<file path="src/rtl/cpu_pkg.sv">
// Shared CPU constants used by the instruction-fetch path: opcode values,
// fetch sequencer state encoding and default address/data widths.
package cpu_pkg;

    localparam int DEF_ADDR_W = 16;
    localparam int DEF_DATA_W = 16;

    localparam logic [3:0] OP_JMP = 4'hE;
    localparam logic [3:0] OP_HLT = 4'hF;

    typedef enum logic [2:0] {
        ST_IDLE   = 3'd0,
        ST_FETCH  = 3'd1,
        ST_ISSUE  = 3'd2,
        ST_SETTLE = 3'd3,
        ST_HALTED = 3'd4
    } fetch_state_e;

endpackage : cpu_pkg

</file>
<file path="src/rtl/fetch_sequencer_if.sv">
// Instruction-memory read bus between the fetch sequencer (master) and the
// instruction memory (slave). One-cycle ack, data valid with ack.
interface fetch_sequencer_if #(
    parameter int ADDR_W = 16,
    parameter int DATA_W = 16
);
    logic [ADDR_W-1:0] mem_addr;
    logic              mem_rd;
    logic [DATA_W-1:0] mem_rdata;
    logic              mem_ack;

    modport master (
        output mem_addr,
        output mem_rd,
        input  mem_rdata,
        input  mem_ack
    );

    modport slave (
        input  mem_addr,
        input  mem_rd,
        output mem_rdata,
        output mem_ack
    );

endinterface : fetch_sequencer_if

</file>
<file path="src/rtl/fetch_sequencer.sv">
// Instruction-fetch sequencer: reads memory at the current PC, latches the
// word into the IR, hands it to the execution stage and drives the PC
// increment/load controls, decoding JMP and HLT locally.
module fetch_sequencer
    import cpu_pkg::*;
#(
    parameter int ADDR_W = DEF_ADDR_W,
    parameter int DATA_W = DEF_DATA_W
) (
    input  logic              clk,
    input  logic              reset,
    input  logic              en,
    input  logic [ADDR_W-1:0] pc_q,
    output logic              pc_inc,
    output logic              pc_ld,
    output logic [ADDR_W-1:0] pc_d,
    fetch_sequencer_if.master mem,
    output logic [DATA_W-1:0] ir,
    output logic              ir_valid,
    input  logic              ex_ready,
    output logic              halted,
    output logic [15:0]       instr_count
);

    fetch_state_e      state_q,       state_d;
    logic [DATA_W-1:0] ir_q,          ir_d;
    logic              ir_valid_q,    ir_valid_d;
    logic              pc_inc_q,      pc_inc_d;
    logic              pc_ld_q,       pc_ld_d;
    logic [ADDR_W-1:0] pc_load_val_q, pc_load_val_d;
    logic              mem_rd_q,      mem_rd_d;
    logic              halted_q,      halted_d;
    logic [15:0]       instr_count_q, instr_count_d;

    logic [3:0]        opcode;

    assign opcode = ir_q[DATA_W-1 -: 4];

    // The fetch address always follows the PC; only mem_rd qualifies it.
    assign mem.mem_addr = pc_q;
    assign mem.mem_rd   = mem_rd_q;

    assign pc_inc      = pc_inc_q;
    assign pc_ld       = pc_ld_q;
    assign pc_d        = pc_load_val_q;
    assign ir          = ir_q;
    assign ir_valid    = ir_valid_q;
    assign halted      = halted_q;
    assign instr_count = instr_count_q;

    // Next-state and next-output computation for the fetch sequencer.
    always_comb begin
        // NOTE: every signal gets a default here so no path leaves it unassigned and infers a latch.
        state_d       = state_q;
        ir_d          = ir_q;
        ir_valid_d    = ir_valid_q;
        pc_inc_d      = 1'b0;
        pc_ld_d       = 1'b0;
        pc_load_val_d = pc_load_val_q;
        halted_d      = halted_q;
        instr_count_d = instr_count_q;

        unique case (state_q)
            ST_IDLE: begin
                if (en) begin
                    state_d = ST_FETCH;
                end
            end

            ST_FETCH: begin
                // Wait states are unbounded: the memory decides when to ack.
                if (mem.mem_ack) begin
                    ir_d       = mem.mem_rdata;
                    ir_valid_d = 1'b1;
                    pc_inc_d   = 1'b1;
                    state_d    = ST_ISSUE;
                end
            end

            ST_ISSUE: begin
                if (ex_ready) begin
                    instr_count_d = instr_count_q + 16'd1;
                    ir_valid_d    = 1'b0;
                    if (opcode == OP_HLT) begin
                        halted_d = 1'b1;
                        state_d  = ST_HALTED;
                    end else if (opcode == OP_JMP) begin
                        // PC was already incremented past the JMP; keep its page bits.
                        pc_ld_d       = 1'b1;
                        pc_load_val_d = {pc_q[ADDR_W-1:12], ir_q[11:0]};
                        state_d       = ST_SETTLE;
                    end else begin
                        state_d = en ? ST_FETCH : ST_IDLE;
                    end
                end
            end

            ST_SETTLE: begin
                state_d = en ? ST_FETCH : ST_IDLE;
            end

            ST_HALTED: begin
                state_d = ST_HALTED;
            end

            default: begin
                state_d = ST_IDLE;
            end
        endcase

        // mem_rd is registered but tracks FETCH exactly, including the entry cycle.
        mem_rd_d = (state_d == ST_FETCH);
    end

    // State and registered outputs; reset clears everything immediately.
    always_ff @(posedge clk or posedge reset) begin
        if (reset) begin
            state_q       <= ST_IDLE;
            ir_q          <= '0;
            ir_valid_q    <= 1'b0;
            pc_inc_q      <= 1'b0;
            pc_ld_q       <= 1'b0;
            pc_load_val_q <= '0;
            mem_rd_q      <= 1'b0;
            halted_q      <= 1'b0;
            instr_count_q <= '0;
        end else begin
            // NOTE: non-blocking assignments so every flop samples the pre-edge values.
            state_q       <= state_d;
            ir_q          <= ir_d;
            ir_valid_q    <= ir_valid_d;
            pc_inc_q      <= pc_inc_d;
            pc_ld_q       <= pc_ld_d;
            pc_load_val_q <= pc_load_val_d;
            mem_rd_q      <= mem_rd_d;
            halted_q      <= halted_d;
            instr_count_q <= instr_count_d;
        end
    end

endmodule : fetch_sequencer

</file>
<file path="src/flat_wrapper.sv">
// flat-port wrapper written by rule: the top's interface ports become plain ports
module fetch_sequencer_flat import cpu_pkg::*;
#(
    parameter int ADDR_W = DEF_ADDR_W,
    parameter int DATA_W = DEF_DATA_W
)
  (clk, reset, en, pc_q, pc_inc, pc_ld, pc_d, ir, ir_valid, ex_ready, halted, instr_count, mem_mem_addr, mem_mem_rd, mem_mem_rdata, mem_mem_ack);
  fetch_sequencer_if #(.ADDR_W(ADDR_W), .DATA_W(DATA_W)) mem_i ();
  input  logic clk;
  input  logic reset;
  input  logic en;
  input  logic [ADDR_W-1:0] pc_q;
  output logic pc_inc;
  output logic pc_ld;
  output logic [ADDR_W-1:0] pc_d;
  output logic [DATA_W-1:0] ir;
  output logic ir_valid;
  input  logic ex_ready;
  output logic halted;
  output logic [15:0] instr_count;
  output wire logic [$bits(mem_i.mem_addr)-1:0] mem_mem_addr;
  output wire logic [$bits(mem_i.mem_rd)-1:0] mem_mem_rd;
  input wire logic [$bits(mem_i.mem_rdata)-1:0] mem_mem_rdata;
  input wire logic [$bits(mem_i.mem_ack)-1:0] mem_mem_ack;
  assign mem_mem_addr = mem_i.mem_addr;
  assign mem_mem_rd = mem_i.mem_rd;
  assign mem_i.mem_rdata = mem_mem_rdata;
  assign mem_i.mem_ack = mem_mem_ack;
  fetch_sequencer #(.ADDR_W(ADDR_W), .DATA_W(DATA_W)) u_core (.clk(clk), .reset(reset), .en(en), .pc_q(pc_q), .pc_inc(pc_inc), .pc_ld(pc_ld), .pc_d(pc_d), .mem(mem_i), .ir(ir), .ir_valid(ir_valid), .ex_ready(ex_ready), .halted(halted), .instr_count(instr_count));
endmodule
</file>
<file path="config.mk">
export PLATFORM = sky130hd
export DESIGN_NAME = fetch_sequencer_flat
export DESIGN_NICKNAME = d
export VERILOG_FILES = /design/src/rtl/cpu_pkg.sv /design/src/rtl/fetch_sequencer_if.sv /design/src/rtl/fetch_sequencer.sv /design/src/flat_wrapper.sv
export SDC_FILE = /design/constraint.sdc
export NUM_CORES = 1
export LEC_CHECK = 0
export ABC_AREA = 1
export BUFFER_PORTS_ARGS = -buffer_cell sky130_fd_sc_hd__buf_2
export CORE_UTILIZATION = 40
export CTS_CLUSTER_DIAMETER = 200
export DETAILED_ROUTE_END_ITERATION = 8
export GPL_TIMING_DRIVEN = 1
export PLACE_DENSITY = 0.7
export SLEW_MARGIN = 10
export SYNTH_ARGS = -nofsm -noshare
export SYNTH_HDL_FRONTEND = slang
export SYNTH_SLANG_ARGS = --single-unit
export TNS_END_PERCENT = 100
</file>
<file path="constraint.sdc">
create_clock -name clk -period 2 [get_ports clk]
set_input_delay 0 -clock clk [delete_from_list [all_inputs] [get_ports clk]]
set_output_delay 0 -clock clk [all_outputs]
set_load 0.02 [all_outputs]
</file>
==> out/metrics.csv, run 1 <==
metric;value;unit
status;completed;
Port Buffers;81;
Pins Over Slew Limit;0;
final count of hold timing violations;0;
number of antenna diodes;0;
count of unresolved DRC violations after routing;0;
Final HPWL DP;3810;µm
fraction of layout cells with a size suffix above 1;0.282;
summed negative setup slack over all endpoints;0;ns
Worst Path Class, Setup;reg -> reg;
net switching share of the total power;0.382;
Final Critical Period;1.58;ns
P_int;2.38;mW
mean instance size in the synthesized netlist;8.84;µm²
initial standard-cell utilization of the core;0.423;
relative slew slack;0.592;
placer's final routability congestion estimate;0.806;
number of buffers created by CTS;5;
actual transition at the worst max-transition pin;0.610;ns
Req. time, crit path;2.19;ns
commonest cells after routing, fill and taps aside;nand2_1, buf_2, dfrtp_1, inv_1, dlygate4sd3_1;
number of unique standard cell types used by synthesis;25;
post-CTS clock slew at the launch and capture registers of the worst setup and hold paths;0.10;ns
capturing point of the worst reg2reg path;u_core.pc_d[1];
clock share of power;0.229;
die height;82.0;µm
first-pass GRT wire length;8900;µm
total cell area at the placement stage;2910;µm²
I/O Pins;106;
CP endpoint kind;register;
die outline area;6730;µm²
DR vias;2121;
depth of the CTS H-tree;2;
number of warnings reported in the yosys synthesis log;0;
total power divided by cell area;1180;nW/µm²
WHS Endpoint;mem_mem_addr[2];
sequential cell area in the final layout;1400;µm²
number of filler instances in the final layout;544;
hold path cells;0;
post-route design area;3270;µm²
initial antenna violation count;0;
Crit path largest cell delay;0.44;ns
fmax;0.634;GHz
Leak;1.77;nW
Logic pwr share;0.347;
overall track demand over capacity in global routing;0.177;
DIE WIDTH;82.0;µm
number of instances in the synthesized netlist;290;
most common cell after layout, fill and taps aside;nand2_1;
#FFs+latches synth;56;
number of standard-cell rows in the floorplan;28;
highest fanout seen on the critical path;29;
Final #Nets;417;
switching power;1.48;mW
post-synthesis net count;328;
Detailed Route WL;5540;µm
area taken by multi-input logic gates;858;µm²
most used routing layer in global routing;met2;
Setup-failing EPs final;0;
Overflow after GRT;0;
fraction of the cycle the final worst path needs;0.788;
number of search-and-repair iterations in the first detailed-routing pass;4;
Setup Skew;0.00794;ns
buffering stage count on the worst path with inverters included;1;
pin count of the biggest net entering global routing;32;
post-DR wirelength/cell;12.2;µm
cell breakdown of the critical path;inv_2 -> nand3_4 -> nor2_8 -> nand2_2 -> nand2_1 -> o21ai_2;
r2r worst-path depth;6;
core region area;6060;µm²
number of global-route vias before repair;1969;
number of design-rule violations left by the first detailed-router iteration;63;
largest delay contributor family on the critical path;simple AND/OR/NAND/NOR gates;
setup repair after global routing missed its margin;false;
start of the worst register-to-register path;u_core.state_q[2];
number of buffers between clock root and the deepest sink;2;
GR Layer Usage met2;0.293;
worst reg-to-reg setup slack;0.42;ns
part of the power in registers;0.424;
Worst Hold Class;in -> out;
antenna viol nets, final;0;
share of the yosys chip area belonging to registers;0.547;
cell with the biggest individual delay on the critical path;dfrtp_1;
arrival time at the worst endpoint;1.77;ns
startpoint type of the worst setup path;register;
Worst VDD drop;0.759;mV
Mapped Area;2560;µm²
clk_lat worst skew;0.32;ns
met1 track utilization from global routing;0.215;
number of sinks on the clock net;56;
clock tree from TritonCTS;yes;
GR Layer Usage met3;0.0522;
synth-to-layout area growth;27.5;%
per-cell via count in the routed design;4.66;
number of max-capacitance violations reported;0;
cell at the root of the clock tree;clkbuf_8;
startpoint of the tightest hold check path;pc_q[2];
## flip-flops by register name (all words and copies together) (netlist names)
signal,cells
u_core.mem.mem_rd,1
u_core.pc_inc,1
u_core.pc_d,16
u_core.ir_valid,1
u_core.state_q,3
u_core.instr_count,16
u_core.pc_ld,1
u_core.ir,16
u_core.halted,1
## cell usage after synthesis
master / instances / area share
nand3_1: 15 / 0.029
o21ai_1: 5 / 0.0098
nand3_4: 1 / 0.0068
nor2_8: 1 / 0.0078
nand3_2: 1 / 0.0039
inv_2: 3 / 0.0044
o21ai_0: 17 / 0.033
nand2_2: 2 / 0.0049
ha_1: 1 / 0.0049
buf_2: 2 / 0.0039
buf_6: 3 / 0.013
a21oi_1: 1 / 0.0020
o21bai_1: 1 / 0.0029
nor3_1: 1 / 0.0020
buf_4: 17 / 0.050
dfrtp_1: 56 / 0.55
nor2_1: 20 / 0.029
nand2_1: 92 / 0.13
o21ai_2: 6 / 0.021
nand4_2: 1 / 0.0049
xor2_1: 2 / 0.0068
inv_1: 32 / 0.047
nor2_4: 1 / 0.0044
nand4_1: 4 / 0.0098
xnor2_1: 5 / 0.017
## layer usage
| layer | wire length [µm] | share of wire | vias to the layer above |
|---|---|---|---|
| met5 | 0 | 0 | - |
| met4 | 79 | 0.014 | 0 |
| met3 | 425 | 0.077 | 13 |
| met2 | 2660 | 0.48 | 82 |
| met1 | 2380 | 0.43 | 968 |
| li1 | - | - | 1058 |
## power by group through the flow
| stage | clock network (mW) | logic [mW] | registers (mW) |
|---|---|---|---|
| CTS | 0.903 | 1.35 | 1.64 |
| global placement | 0 | 1.28 | 1.65 |
| detailed placement | 0 | 1.31 | 1.66 |
| finish | 0.886 | 1.34 | 1.64 |
| global route | 0.953 | 1.48 | 1.67 |
| floorplan | 0 | 0.579 | 1.99 |
## cell families after synthesis
family,after synthesis,share of synthesized area
and+or+nand+nor,139,0.238
buffers and inverters,57,0.118
DFF,56,0.547
AOI/OAI and AO/OA,30,0.0684
xor gates and xnor gates,7,0.0239
adders and majority gates,1,0.00488
## worst max path at each step
stage	cells after the start	slack, ns	from	endpoint
2_1_floorplan	8	0.56	u_core.instr_count[0]	u_core.instr_count[10]
5_1_grt	5	0.26	u_core.state_q[2]	u_core.pc_d[11]
6_report	6	0.42	u_core.state_q[2]	u_core.pc_d[1]
4_1_cts	5	0.41	u_core.state_q[2]	u_core.pc_d[8]
3_3_place_gp	6	0.52	u_core.state_q[2]	u_core.pc_d[5]
3_5_place_dp	6	0.44	u_core.state_q[2]	u_core.pc_d[11]
## stage by stage
step | hold slack (ns) | util | total power [mW] | worst slack [ns] | std cells
after floorplan | 0.110 | - | 2.57 | 0.558 | 290
after global placement | 0.000137 | 0.480 | 2.94 | 0.524 | 425
after detailed placement | 0.000137 | 0.480 | 2.97 | 0.438 | 425
after CTS | 0.000137 | 0.539 | 3.89 | 0.410 | 455
after global routing | 0.0000528 | 0.539 | 4.10 | 0.260 | 455
final | 0.00000561 | 0.539 | 3.86 | 0.424 | 455
## cell type report
cell class                 instances  area share
clock buffer                       5      0.0211
clock inverter                     3      0.0211
inverter                          35      0.0402
multi-input combinational        177       0.263
sequential                        56       0.429
tap                               75      0.0287
timing repair buffer             104       0.198
## repair_timing
action,CTS,global route
hold buffers,22,0
buffers inserted,0,0
endpoints found under the hold margin,49,0
resized for setup,0,0
No activity file was read; power rests on OpenSTA's default activity.
==> inputs of run 2 (changes only) <==
--- a/config.mk
+++ b/config.mk
@@ -5,13 +5,13 @@
 export SDC_FILE = /design/constraint.sdc
 export NUM_CORES = 1
 export LEC_CHECK = 0
-export ABC_AREA = 1
+export ABC_AREA = 0
 export BUFFER_PORTS_ARGS = -buffer_cell sky130_fd_sc_hd__buf_2
 export CORE_UTILIZATION = 40
 export CTS_CLUSTER_DIAMETER = 200
 export DETAILED_ROUTE_END_ITERATION = 8
 export GPL_TIMING_DRIVEN = 1
-export PLACE_DENSITY = 0.7
+export PLACE_DENSITY = 0.72
 export SLEW_MARGIN = 10
 export SYNTH_ARGS = -nofsm -noshare
 export SYNTH_HDL_FRONTEND = slang
==> constraint.sdc (replaced) <==
create_clock -name clk -period 1.55 [get_ports clk]
set_input_delay 0 -clock clk [delete_from_list [all_inputs] [get_ports clk]]
set_output_delay 0 -clock clk [all_outputs]
set_load 0.02 [all_outputs]
==> out/metrics.csv, run 2 <==
metric;value;unit;change
number of antenna diodes;0;;unchanged
Detailed Route WL;5350;µm;-3.4%
Setup-failing EPs final;25;;+25
Port Buffers;81;;unchanged
Worst Path Class, Setup;reg -> reg;;
number of global-route vias before repair;1731;;-12%
worst reg-to-reg setup slack;-0.06;ns;-0.48 ns
predominant post-synthesis flop cell;dfrtp_1;;
DIE WIDTH;79.0;µm;-3.7%
Req. time, crit path;1.75;ns;-0.44 ns
arrival time at the worst endpoint;1.81;ns;+0.04 ns
#FFs+latches synth;56;;unchanged
status;complete, but fails checks;;
r2r worst-path depth;4;;-2
post-synthesis async set-or-reset flop share;1.00;;unchanged
Final Critical Period;1.61;ns;+0.0301 ns
Mapped Area;2370;µm²;-7.5%
core region area;5610;µm²;-7.5%
start of the worst register-to-register path;u_core.state_q[0];;
Final #Nets;329;;-21%
antenna viol nets, final;0;;unchanged
top-count cell post-synth;dfrtp_1;;
Pins Over Slew Limit;0;;unchanged
number of unique standard cell types used by synthesis;31;;+24%
depth of the CTS H-tree;2;;unchanged
startpoint type of the worst setup path;register;;
Crit path largest cell delay;0.40;ns;-0.04 ns
Final HPWL DP;3500;µm;-8.1%
cell breakdown of the critical path;nand4bb_4 -> nor3b_4 -> buf_6 -> mux2_2;;
number of search-and-repair iterations in the first detailed-routing pass;4;;unchanged
ranking of synthesized cells by instance count;dfrtp_1, mux2_2, buf_4;;
clk_lat worst skew;0.31;ns;about the same
die outline area;6240;µm²;-7.3%
cell at the root of the clock tree;clkbuf_8;;
share of the yosys chip area belonging to registers;0.591;;+0.0442
startpoint of the tightest hold check path;pc_q[9];;
fraction of layout cells with a size suffix above 1;0.568;;+0.287
WHS Endpoint;mem_mem_addr[9];;
initial standard-cell utilization of the core;0.423;;about the same
relative slew slack;0.669;;+0.0764
CP endpoint kind;register;;
die height;79.0;µm;-3.7%
overall power after layout;5.36;mW;+39%
total power divided by cell area;1560;nW/µm²;+32%
number of warnings reported in the yosys synthesis log;0;;unchanged
hold path cells;0;;unchanged
number of sinks on the clock net;56;;unchanged
first-pass GRT wire length;7930;µm;-11%
Worst Hold Class;in -> out;;
per-cell via count in the routed design;4.84;;+3.8%
actual transition at the worst max-transition pin;0.496;ns;-0.114 ns
Overflow after GRT;0;;unchanged
Worst VDD drop;0.868;mV;+14%
number of max-capacitance violations reported;0;;unchanged
final worst slack;-0.0566;ns;-0.480 ns
cell with the biggest individual delay on the critical path;dfrtp_1;;
final count of hold timing violations;0;;unchanged
clock tree from TritonCTS;yes;;
number of design-rule violations left by the first detailed-router iteration;57;;-9.5%
number of buffers between clock root and the deepest sink;2;;unchanged
commonest cells after routing, fill and taps aside;buf_2, dfrtp_1, mux2_4, dlygate4sd3_1, buf_4;;
post-DR wirelength/cell;14.7;µm;+21%
synth-to-layout area growth;44.6;%;
pin count of the biggest net entering global routing;26;;-19%
highest fanout seen on the critical path;8;;-72%
failing checks;setup timing;;
Post-synth EDFFs;0;;unchanged
cells taking the most area after synthesis;dfrtp_1, mux2_2, buf_4, xnor2_1, xor2_1;;
setup repair after global routing missed its margin;true;;
area share of the largest cell type after synthesis;0.591;;+0.0442
I/O Pins;106;;unchanged
post-CTS clock slew at the launch and capture registers of the worst setup and hold paths;0.10;ns;about the same
Setup Skew;0.00597;ns;-0.00198 ns
number of filler instances in the final layout;466;;-14%
mean instance size in the synthesized netlist;13.5;µm²;+53%
capturing point of the worst reg2reg path;u_core.pc_d[6];;
overall track demand over capacity in global routing;0.164;;-0.0127
DR vias;1762;;-17%
Leak;1.77;nW;+0.45%
placer's final routability congestion estimate;0.747;;-7.3%
fraction of the cycle the final worst path needs;1.04;;+0.248
worst hold-check slack;0.00000882;ns;+0.00000321 ns
fmax;0.622;GHz;-1.9%
initial antenna violation count;0;;unchanged
most common cell after layout, fill and taps aside;buf_2;;
number of buffers created by CTS;5;;unchanged
number of instances in the synthesized netlist;175;;-40%
cell accounting for the most synthesized area;dfrtp_1;;
count of unresolved DRC violations after routing;0;;unchanged
number of standard-cell rows in the floorplan;27;;-3.6%
post-synthesis net count;213;;-35%
run 2: changes by cell type after synthesis, sizes merged, moves of 2 or more:
cell,delta
nand2,-84
inv,-32
mux2,+32
o21ai,-28
nor2,-16
nand3,-15
xnor2,+5
xor2,+4
nor3b,+3
and3,+2
and4,+2
run 2: worst max-delay path, delay by kind of cell, from the launching register on:
family                 cells  cell delay [ns]
multiplexers               1             0.34
flip-flops                 1             0.40
AND/OR/NAND/NOR            2             0.58
buffers and inverters      1             0.19
run 2: logic make-up (layout without fill, tap and decap cells):
logic type | after synthesis | in the layout | share of synthesized area
AOI/OAI and AO/OA | 6 | 6 | 0.0190
adders and majority gates | 1 | 1 | 0.00528
buffers and inverters | 25 | 142 | 0.0728
DFF | 56 | 56 | 0.591
xor gates and xnor gates | 16 | 16 | 0.0591
and+or+nand+nor | 39 | 39 | 0.101
muxes | 32 | 32 | 0.152
run 2: cell type report:
type | instances | area, µm² | area share
multi-input combinational | 94 | 961 | 0.280
sequential | 56 | 1410 | 0.410
clock buffer | 5 | 68.8 | 0.0201
tap | 72 | 90.1 | 0.0263
clock inverter | 3 | 22.5 | 0.00657
timing repair buffer | 131 | 871 | 0.254
inverter | 3 | 11.3 | 0.00328
run 2: per-layer routing:
metal	vias up	share of wire	global-route usage
li1	819	-	-
met1	874	0.42	0.191
met2	67	0.52	0.294
met3	2	0.052	0.0471
met4	0	0.0034	0.0436
met5	-	0	0
run 2: through the flow:
step / util / setup TNS, ns / setup slack [ns] / instances / area (µm²)
6_report: 0.612 / -0.624 / -0.0566 / 364 / 3430
5_1_grt: 0.612 / -2.60 / -0.125 / 364 / 3430
4_1_cts: 0.580 / -0.658 / -0.0617 / 357 / 3250
3_5_place_dp: 0.516 / -0.635 / -0.0613 / 326 / 2890
3_3_place_gp: 0.516 / 0 / 0.0351 / 326 / 2890
2_1_floorplan: - / -1.45 / -0.143 / 175 / 2390
run 2: report_power, final:
part	switching, mW	total, mW	internal (mW)
clock network	0.480	0.805	0.325
logic	1.17	2.34	1.18
registers	0.320	2.21	1.89
total	1.97	5.36	3.40
run 2: worst max-delay path by stage:
| stage | cells after the start | from | to | slack (ns) |
|---|---|---|---|---|
| floorplan | 7 | u_core.state_q[0] | u_core.pc_d[0] | -0.14 |
| global placement | 5 | u_core.instr_count[0] | u_core.instr_count[14] | 0.04 |
| detailed placement | 4 | u_core.state_q[1] | u_core.pc_d[14] | -0.06 |
| CTS | 4 | u_core.state_q[1] | u_core.pc_d[4] | -0.06 |
| global route | 4 | u_core.state_q[0] | u_core.pc_d[6] | -0.12 |
| finish | 4 | u_core.state_q[0] | u_core.pc_d[6] | -0.06 |
run 2: repair_timing:
| item | in CTS | in global routing |
|---|---|---|
| resized for setup | 10 | 34 |
| pin swaps | 1 | 2 |
| setup endpoints to repair | 22 | 42 |
| endpoints found under the hold margin | 42 | 0 |
| hold buffers | 22 | 0 |
| setup buffers | 1 | 4 |
| gates cloned | 0 | 3 |
